$ cat src/rtl/chiplet_array_pkg.sv
// Shared types for the chiplet array performance model: node FSM states and
// the {id, size} workload token layout.
package chiplet_array_pkg;

    typedef enum logic [1:0] {
        IDLE    = 2'd0,
        COMPUTE = 2'd1,
        XFER    = 2'd2,
        OUT     = 2'd3
    } chiplet_state_e;

    localparam int unsigned ID_W_DEF   = 8;
    localparam int unsigned SIZE_W_DEF = 8;

    // Default-width token; wider builds use token_width() for flat vectors.
    typedef struct packed {
        logic [ID_W_DEF-1:0]   id;
        logic [SIZE_W_DEF-1:0] size;
    } token_t;

    function automatic int unsigned token_width(input int unsigned id_w,
                                                input int unsigned size_w);
        return id_w + size_w;
    endfunction

endpackage

$ cat src/rtl/chiplet_array_node.sv
// One chiplet: latches a token, burns compute cycles, then link cycles, then
// offers the unchanged token east. All outputs come straight from flops.
module chiplet_node
    import chiplet_array_pkg::*;
#(
    parameter int unsigned id_width_p      = 8,
    parameter int unsigned size_width_p    = 8,
    parameter int unsigned macs_per_data_p = 4,
    parameter int unsigned num_macs_p      = 4,
    parameter int unsigned bandwidth_p     = 4,
    parameter int unsigned data_bytes_p    = 2
) (
    input  logic                               clk_i,
    input  logic                               reset_i,
    input  logic                               v_i,
    input  logic [id_width_p+size_width_p-1:0] data_i,
    output logic                               ready_o,
    output logic                               v_o,
    output logic [id_width_p+size_width_p-1:0] data_o,
    input  logic                               ready_i
);

    localparam int unsigned width_p = id_width_p + size_width_p;

    chiplet_state_e     state_q, state_d;
    logic [31:0]        acc_q, acc_d;
    logic [width_p-1:0] tok_q, tok_d;
    logic               ready_q, ready_d;

    logic [31:0] size_w, work_w, bytes_w, acc_mac, acc_bw;

    assign size_w  = 32'(tok_q[size_width_p-1:0]);
    assign work_w  = size_w * 32'(macs_per_data_p);
    assign bytes_w = size_w * 32'(data_bytes_p);
    assign acc_mac = acc_q + 32'(num_macs_p);
    assign acc_bw  = acc_q + 32'(bandwidth_p);

    always_comb begin
        state_d = state_q;
        acc_d   = acc_q;
        tok_d   = tok_q;
        unique case (state_q)
            IDLE: begin
                if (v_i && ready_q) begin
                    tok_d   = data_i;
                    acc_d   = '0;
                    state_d = COMPUTE;
                end
            end
            COMPUTE: begin
                if (acc_mac >= work_w) begin
                    acc_d   = '0;
                    state_d = XFER;
                end else begin
                    acc_d = acc_mac;
                end
            end
            XFER: begin
                if (acc_bw >= bytes_w) begin
                    acc_d   = '0;
                    state_d = OUT;
                end else begin
                    acc_d = acc_bw;
                end
            end
            OUT: begin
                if (ready_i) state_d = IDLE;
            end
            default: state_d = IDLE;
        endcase
        // Ready is a flop that stays low through reset and rises one edge later.
        ready_d = (state_d == IDLE);
    end

    always_ff @(posedge clk_i or negedge reset_i) begin
        if (!reset_i) begin
            state_q <= IDLE;
            acc_q   <= '0;
            tok_q   <= '0;
            ready_q <= 1'b0;
        end else begin
            state_q <= state_d;
            acc_q   <= acc_d;
            tok_q   <= tok_d;
            ready_q <= ready_d;
        end
    end

    assign ready_o = ready_q;
    assign v_o     = (state_q == OUT);
    assign data_o  = tok_q;

endmodule

$ cat src/rtl/chiplet_array.sv
// Grid of chiplet_node: each row is an independent west-to-east pipeline with
// its own row-level ready/valid ports on both edges.
module chiplet_array
    import chiplet_array_pkg::*;
#(
    parameter int unsigned id_width_p         = 8,
    parameter int unsigned size_width_p       = 8,
    parameter int unsigned data_bytes_p       = 2,
    parameter int unsigned num_chiplets_x_p   = 2,
    parameter int unsigned num_chiplets_y_p   = 2,
    parameter int unsigned chiplets_routing_p = 0,
    parameter int unsigned num_macs_p         = 4,
    parameter int unsigned bandwidth_p        = 4,
    parameter int unsigned macs_per_data_p [num_chiplets_x_p-1:0] = '{3, 4}
) (
    input  logic                                                     clk_i,
    input  logic                                                     reset_i,
    output logic [num_chiplets_y_p-1:0]                              ready_o,
    input  logic [num_chiplets_y_p-1:0][id_width_p+size_width_p-1:0] data_i,
    input  logic [num_chiplets_y_p-1:0]                              v_i,
    output logic [num_chiplets_y_p-1:0]                              v_o,
    output logic [num_chiplets_y_p-1:0][id_width_p+size_width_p-1:0] data_o,
    input  logic [num_chiplets_y_p-1:0]                              ready_i
);

    localparam int unsigned width_p = token_width(id_width_p, size_width_p);

    if (chiplets_routing_p != 0) begin : g_bad_routing
        $fatal(1, "chiplet_array: only row-wise routing (0) is supported");
    end

    // Column x drives link x+1; link 0 is the west port, link X the east port.
    logic [num_chiplets_y_p-1:0][num_chiplets_x_p:0]              v_w;
    logic [num_chiplets_y_p-1:0][num_chiplets_x_p:0]              rdy_w;
    logic [num_chiplets_y_p-1:0][num_chiplets_x_p:0][width_p-1:0] tok_w;

    for (genvar y = 0; y < num_chiplets_y_p; y++) begin : g_row
        assign v_w[y][0]                  = v_i[y];
        assign tok_w[y][0]                = data_i[y];
        assign rdy_w[y][num_chiplets_x_p] = ready_i[y];
        assign ready_o[y]                 = rdy_w[y][0];
        assign v_o[y]                     = v_w[y][num_chiplets_x_p];
        assign data_o[y]                  = tok_w[y][num_chiplets_x_p];

        for (genvar x = 0; x < num_chiplets_x_p; x++) begin : g_col
            chiplet_node #(
                .id_width_p     (id_width_p),
                .size_width_p   (size_width_p),
                .macs_per_data_p(macs_per_data_p[x]),
                .num_macs_p     (num_macs_p),
                .bandwidth_p    (bandwidth_p),
                .data_bytes_p   (data_bytes_p)
            ) u_node (
                .clk_i  (clk_i),
                .reset_i(reset_i),
                .v_i    (v_w[y][x]),
                .data_i (tok_w[y][x]),
                .ready_o(rdy_w[y][x]),
                .v_o    (v_w[y][x+1]),
                .data_o (tok_w[y][x+1]),
                .ready_i(rdy_w[y][x+1])
            );
        end
    end

endmodule

$ cat config.mk
export PLATFORM = sky130hd
export DESIGN_NAME = chiplet_array
export DESIGN_NICKNAME = d
export VERILOG_FILES = /design/src/rtl/chiplet_array_pkg.sv /design/src/rtl/chiplet_array_node.sv /design/src/rtl/chiplet_array.sv
export SDC_FILE = /design/constraint.sdc
export NUM_CORES = 1
export LEC_CHECK = 0
export ABC_AREA = 1
export BUFFER_PORTS_ARGS = -buffer_cell sky130_fd_sc_hd__buf_2
export CAP_MARGIN = 25
export CORE_MARGIN = 2
export CORE_UTILIZATION = 48
export DETAILED_ROUTE_END_ITERATION = 8
export PLACE_DENSITY = 0.65
export RECOVER_POWER = 50
export SYNTH_ARGS = -nofsm -noshare
export SYNTH_HDL_FRONTEND = slang
export SYNTH_SLANG_ARGS = --single-unit
$ cat constraint.sdc
create_clock -name clk_i -period 5.1 [get_ports clk_i]
set_input_delay 0.255 -clock clk_i [delete_from_list [all_inputs] [get_ports clk_i]]
set_output_delay 0.255 -clock clk_i [all_outputs]
set_load 0.05 [all_outputs]
Word-level counts from Yosys, hierarchy flattened

Cells that the tools add are included.
Widths: inputs -> output; s select.

Flip-flop bits (word level): 204
Bits of input ports: 38
Logic and storage cells: 106

$add $sub $neg: 4
Multiply operators: 2
$lt $le $gt $ge: 8
Eq/ne operators: 16
Mux-type cells: 36
Reductions and logical operators: 24

Operators by type and width:

| kind                  | number |
|---|---|
| $mux 32               | 12 |
| $pmux 32 s3           | 4 |
| $add 32x3->32 const B | 4 |
| $ge 32x9->1           | 4 |
| $ge 32x10->1          | 2 |
| $ge 32x32->1          | 2 |
| $mux 2                | 16 |
| $pmux 2 s4            | 4 |
| $mul 8x2->10 const B  | 2 |
| $eq 2x2->1 const B    | 8 |
| $logic_not 2->1       | 8 |
| $reduce_and 2->1      | 8 |
| $reduce_bool 3->1     | 4 |
| $eq 2x1->1 const B    | 4 |
| $ne 2x1->1 const B    | 4 |
| $logic_and 1x1->1     | 4 |

Longest topological paths before layout

Depth after elaboration: 5
Mapped depth: 22
Gate-level depth less buffers: 22

Cells and area by module

From an unflattened synthesis, not the netlist that was laid out.

Cells, all modules: 1871
Area total of the unflattened synthesis: 13699.4 um^2

By module, submodules not included:

| module                                      | times used | cells each | area each (um^2) | sequential area each (um^2) |
|---|---|---|---|---|
| chiplet_node (g_row[0].g_col[1].u_node ...) | 2          | 473        | 3523.4           | 1226.2 |
| chiplet_node (g_row[0].g_col[0].u_node)     | 1          | 453        | 3314.4           | 1226.2 |
| chiplet_node (g_row[1].g_col[0].u_node)     | 1          | 468        | 3308.2           | 1226.2 |
| chiplet_array                               | 1          | 4          | 30.0             | 0.0 |

Worst setup path before layout

Ideal clock, no wire load.

Kind: register to register
Start point: register g_row[1].g_col[1].u_node.tok_q[1]
End point: register g_row[1].g_col[1].u_node.acc_q[3]
Library setup time: 0.077 ns
Arrival: 3.099 ns
Path slack: 1.924 ns
Cell stages (with the launch flop): 18
Buffers on the path: 0
Period minus slack after synthesis: 3.176 ns
Cell sequence: dfrtp_1 -> ha_1 -> fa_1 -> a21oi_1 -> o21ai_0 -> a21oi_1 -> o21bai_1 -> xor2_1 -> ha_1 -> nand2_1 -> nor2_1 -> a211oi_1 -> a21oi_1 -> nor2_1 -> nand3_1 -> nand2_2 -> nand4_1 -> o21ai_1

Cells in the longest elaborated chain, start to end: 4
Elaborated cells on any way between the ends: 6
Those cells by class: mul: 1; order compare: 2; mux: 3

RTL lines:

| item                   | line                     | text |
|---|---|---|
| from (decl)            | chiplet_array_node.sv:27 | `logic [width_p-1:0] tok_q, tok_d;` |
| from (signal assigned) | chiplet_array_node.sv:84 | `tok_q <= tok_d;` |
| $mul 8x2->10           | chiplet_array_node.sv:33 | `assign work_w = size_w * 32'(macs_per_data_p);` |
| $ge 32x32->1           | chiplet_array_node.sv:51 | `if (acc_mac >= work_w) begin` |
| $mux 32                | chiplet_array_node.sv:51 |  |
| $pmux 32 s3 *          | chiplet_array_node.sv:42 | `unique case (state_q)` |
| to (signal assigned)   | chiplet_array_node.sv:78 | `acc_q <= '0;` |
| to (signal assigned)   | chiplet_array_node.sv:83 | `acc_q <= acc_d;` |
| to (decl)              | chiplet_array_node.sv:26 | `logic [31:0] acc_q, acc_d;` |

Every way passes the cells marked *; elsewhere a longest branch is shown, timed or not.
A chain may end at the register's enable or synchronous reset.

Worst setup path after layout

Ends and elaborated chain as after synthesis.

==> results.yml <==
route:
  drt_iter0_drc: 734
  via_count: 11860
  drt-pass1-iter-count: 6
  ant_nets: 0
  avgRoutedWirePerCell_um: 13.54
  routed_wl_mm: 31.80
  viasPerCell: 5.050
  drc: 0
final_layout:
  final_util_pct: 53.52
  stdcell_count: 2348
  fin_nets: 2106
  areaGrowthSynthToFinish_pct: 10.47
  diodes: 0
  fillers: 2767
  drive_gt1_share_pct: 7.310
timing:
  skew_ns: 0.01361
  fin_crit_sh_pct: 65.38
  tns_ns: 0
  slew_headroom_pct: -63.20
  final_max_slew_viol_count: 94
  setup_viol: 0
  hold_viol: 0
  worst_pin_slew_ns: 2.448
  whs_ns: 0.02564
  rsz0062_at_grt: "no"
  fmax_ghz: 0.2999
  min_period_ns: 3.334
power_and_ir_drop:
  pwr_density_cell_mw_per_mm2: 446.8
  max-vdd-ir-drop_mv: 0.3724
  power_leakage_nw: 7.195
  finalPower_mw: 6.589
setup_path:
  r2r_slack_ns: 1.77
  crit_required_ns: 5.48
  reg2reg_to: "g_row[1].g_col[1].u_node.acc_q[3]"
  r2r-start: "g_row[1].g_col[1].u_node.data_o[1]"
  cp-start-kind: "flop"
  cp.arrival_ns: 3.71
  cp_max_fo: 8
  reg2reg_depth: 17
  cp-end-kind: "flop"
  path_class: "flop to flop"
clocking:
  ctsLongestPathBuffers: 2
  cts_sinks: 196
  path_clk_slew_ns: 0.07
  htree_levels: 4
  cts_inserted_buffers: 17
  cts_resized: 0
  clkLatencyLatePin_ns: 0.46
  tritoncts: "built"
  clk_root_buffer_cell: "clkbuf_16"
floorplanning:
  fp.dieW_um: 170.8
  io_pins: 74
  dieArea_mm2: 0.02916
  row_count: 61
  die_h_um: 170.8
  initial_core_util_pct: 48.45
  core_area_mm2: 0.02755
global_routing:
  antenna_found_initial: 0
  grt_max_degree: 104
  grt_pass1_wl_mm: 54.43
  grt-ovfl-total: 0
  track_usage_pct: 23.10
  grt_pass1_vias: 11290
synthesis:
  synth.avg_cell_area_um2: 7.093
  yosys_warnings: 0
  synth-seq-cells: 196
  syn_nets: 2030
  ys_seq_area_share_pct: 36.74
  async_flop_share_pct: 100.0
  netlist_instances: 1882
  synth_cell_type_count: 39
  synth_edf_count: 0
  syn-cell-area_mm2: 0.01335
  synth_top_flop_cell: "dfrtp_1"
outcome:
  status: "complete, but fails checks"
  violations: "max-capacitance violations, max-slew violations"
hold_path:
  holdPathStages: 2
  hp-start: "data_i[31]"
  min_to: "g_row[1].g_col[0].u_node.data_o[15]"
  hold_path_class: "primary input to flop"
flow_run:
  drv_cap: 1
placement:
  port_buffers: 73
  place_hpwl_mm: 24.44
  place.gp.congestion: 0.9294
  dp_cells: 2314
[worst max-delay path, stage by stage (launching register included)]
cell	delay, ns
dfrtp_1	0.47
ha_1	0.25
fa_1	0.41
a21oi_1	0.14
o21ai_0	0.14
a21oi_1	0.16
o21bai_1	0.10
xor2_1	0.16
ha_1	0.32
nand2_1	0.08
nor2_1	0.05
a211oi_1	0.19
a21oi_1	0.11
nor2_1	0.15
nand3_1	0.14
nand2_2	0.20
nand4_1	0.10
o21ai_1	0.10
[synth_stat cells, types with 6 or more instances]
master | number | area [um2]
nor2_4 | 9 | 101.4
dfrtp_1 | 196 | 4905
o21ai_2 | 7 | 61.31
nand3_2 | 6 | 60.06
xor2_1 | 42 | 367.9
clkbuf_1 | 21 | 78.83
ha_1 | 108 | 1351
nor2_1 | 349 | 1310
mux2_2 | 16 | 180.2
nand2_1 | 516 | 1937
nand4_1 | 32 | 200.2
o21ai_0 | 52 | 260.3
inv_1 | 246 | 923.4
nand3_1 | 126 | 630.6
xnor2_1 | 7 | 61.31
nand2_2 | 7 | 43.79
nor2_2 | 13 | 81.33
a21oi_1 | 80 | 400.4
[area by class of cell]
type                            count  area (um2)  share of cell area [%]
Timing Repair Buffer               82       390.4                   2.647
Sequential cell                   196        4905                   33.26
Multi-Input combinational cell   1412        7412                   50.26
Tap cell                          378       473.0                   3.207
Clock buffer                       20       456.7                   3.097
Clock inverter                     11       175.2                   1.188
Inverter                          249       934.6                   6.338
[power breakdown]
part / switching (mW) / internal (mW) / total (mW)
Clock: 0.630 / 0.849 / 1.48
Sequential: 0.249 / 1.86 / 2.11
Combinational: 2.08 / 0.924 / 3.00
[placed cells by master, fill, tap and decap left out, types with 5 or more instances in the layout]
cell type | Yosys | routed
clkbuf_16 | 0 | 17
o21ai_0 | 52 | 52
o21bai_1 | 5 | 5
o21a_1 | 5 | 5
o21ai_2 | 7 | 7
nor3_1 | 5 | 5
nor2_2 | 13 | 13
nand4_1 | 32 | 32
a21oi_2 | 2 | 5
mux2_2 | 16 | 16
xor2_1 | 42 | 42
dfrtp_1 | 196 | 196
nand3_2 | 6 | 6
clkbuf_1 | 21 | 39
xnor2_1 | 7 | 7
inv_1 | 246 | 246
ha_1 | 108 | 108
nor2_4 | 9 | 9
nand3_1 | 126 | 126
nand2_2 | 7 | 7
buf_2 | 0 | 38
nor2_1 | 349 | 349
nand2_1 | 516 | 516
a21oi_1 | 80 | 77
[worst max path at each step]
stage	from	end	depth (start not counted)
2_1_floorplan	g_row[1].g_col[1].u_node.data_o[1]	g_row[1].g_col[1].u_node.acc_q[3]	17
3_3_place_gp	g_row[1].g_col[1].u_node.data_o[1]	g_row[1].g_col[1].u_node.acc_q[6]	17
3_5_place_dp	g_row[1].g_col[1].u_node.data_o[1]	g_row[1].g_col[1].u_node.acc_q[5]	17
4_1_cts	g_row[1].g_col[1].u_node.data_o[1]	g_row[1].g_col[1].u_node.acc_q[3]	17
5_1_grt	g_row[1].g_col[1].u_node.data_o[1]	g_row[1].g_col[1].u_node.acc_q[5]	17
6_report	g_row[1].g_col[1].u_node.data_o[1]	g_row[1].g_col[1].u_node.acc_q[3]	17
[sequential cells by signal (all words and copies together) (netlist names)]
register	cells
g_row.g_col.u_node.data_o	64
g_row.g_col.u_node.state_q	8
g_row.g_col.u_node.ready_o	4
g_row.g_col.u_node.acc_q	120
[metal layers]
metal  global-route usage, %  routed length, um
met5                       0                  0
met4                   6.206                522
met3                   3.794               1208
met2                   38.64              14860
met1                   31.07              15200
[per-stage QoR]
step | cell area (um2) | worst slack (ns)
after floorplan | 13350 | 1.924
after global placement | 14160 | 1.978
after detailed placement | 14160 | 1.794
after CTS | 14800 | 1.779
after global routing | 14750 | 1.483
final | 14750 | 1.766
[what timing repair did]
action                                 CTS  global route
setup endpoints to repair                0             0
endpoints found under the hold margin   93             0
hold buffers                             1             0
buffers inserted                         0             0
[cells by family after synthesis]
kind of cell	count (synthesis)	share of synthesized area, %
buf+inv	274	7.817
flops	196	36.74
mux	16	1.350
compound gates	162	6.749
simple gates	1075	33.71
fa+ha+maj	110	10.42
xor+xnor	49	3.215
No activity file was read; power rests on OpenSTA's default activity.
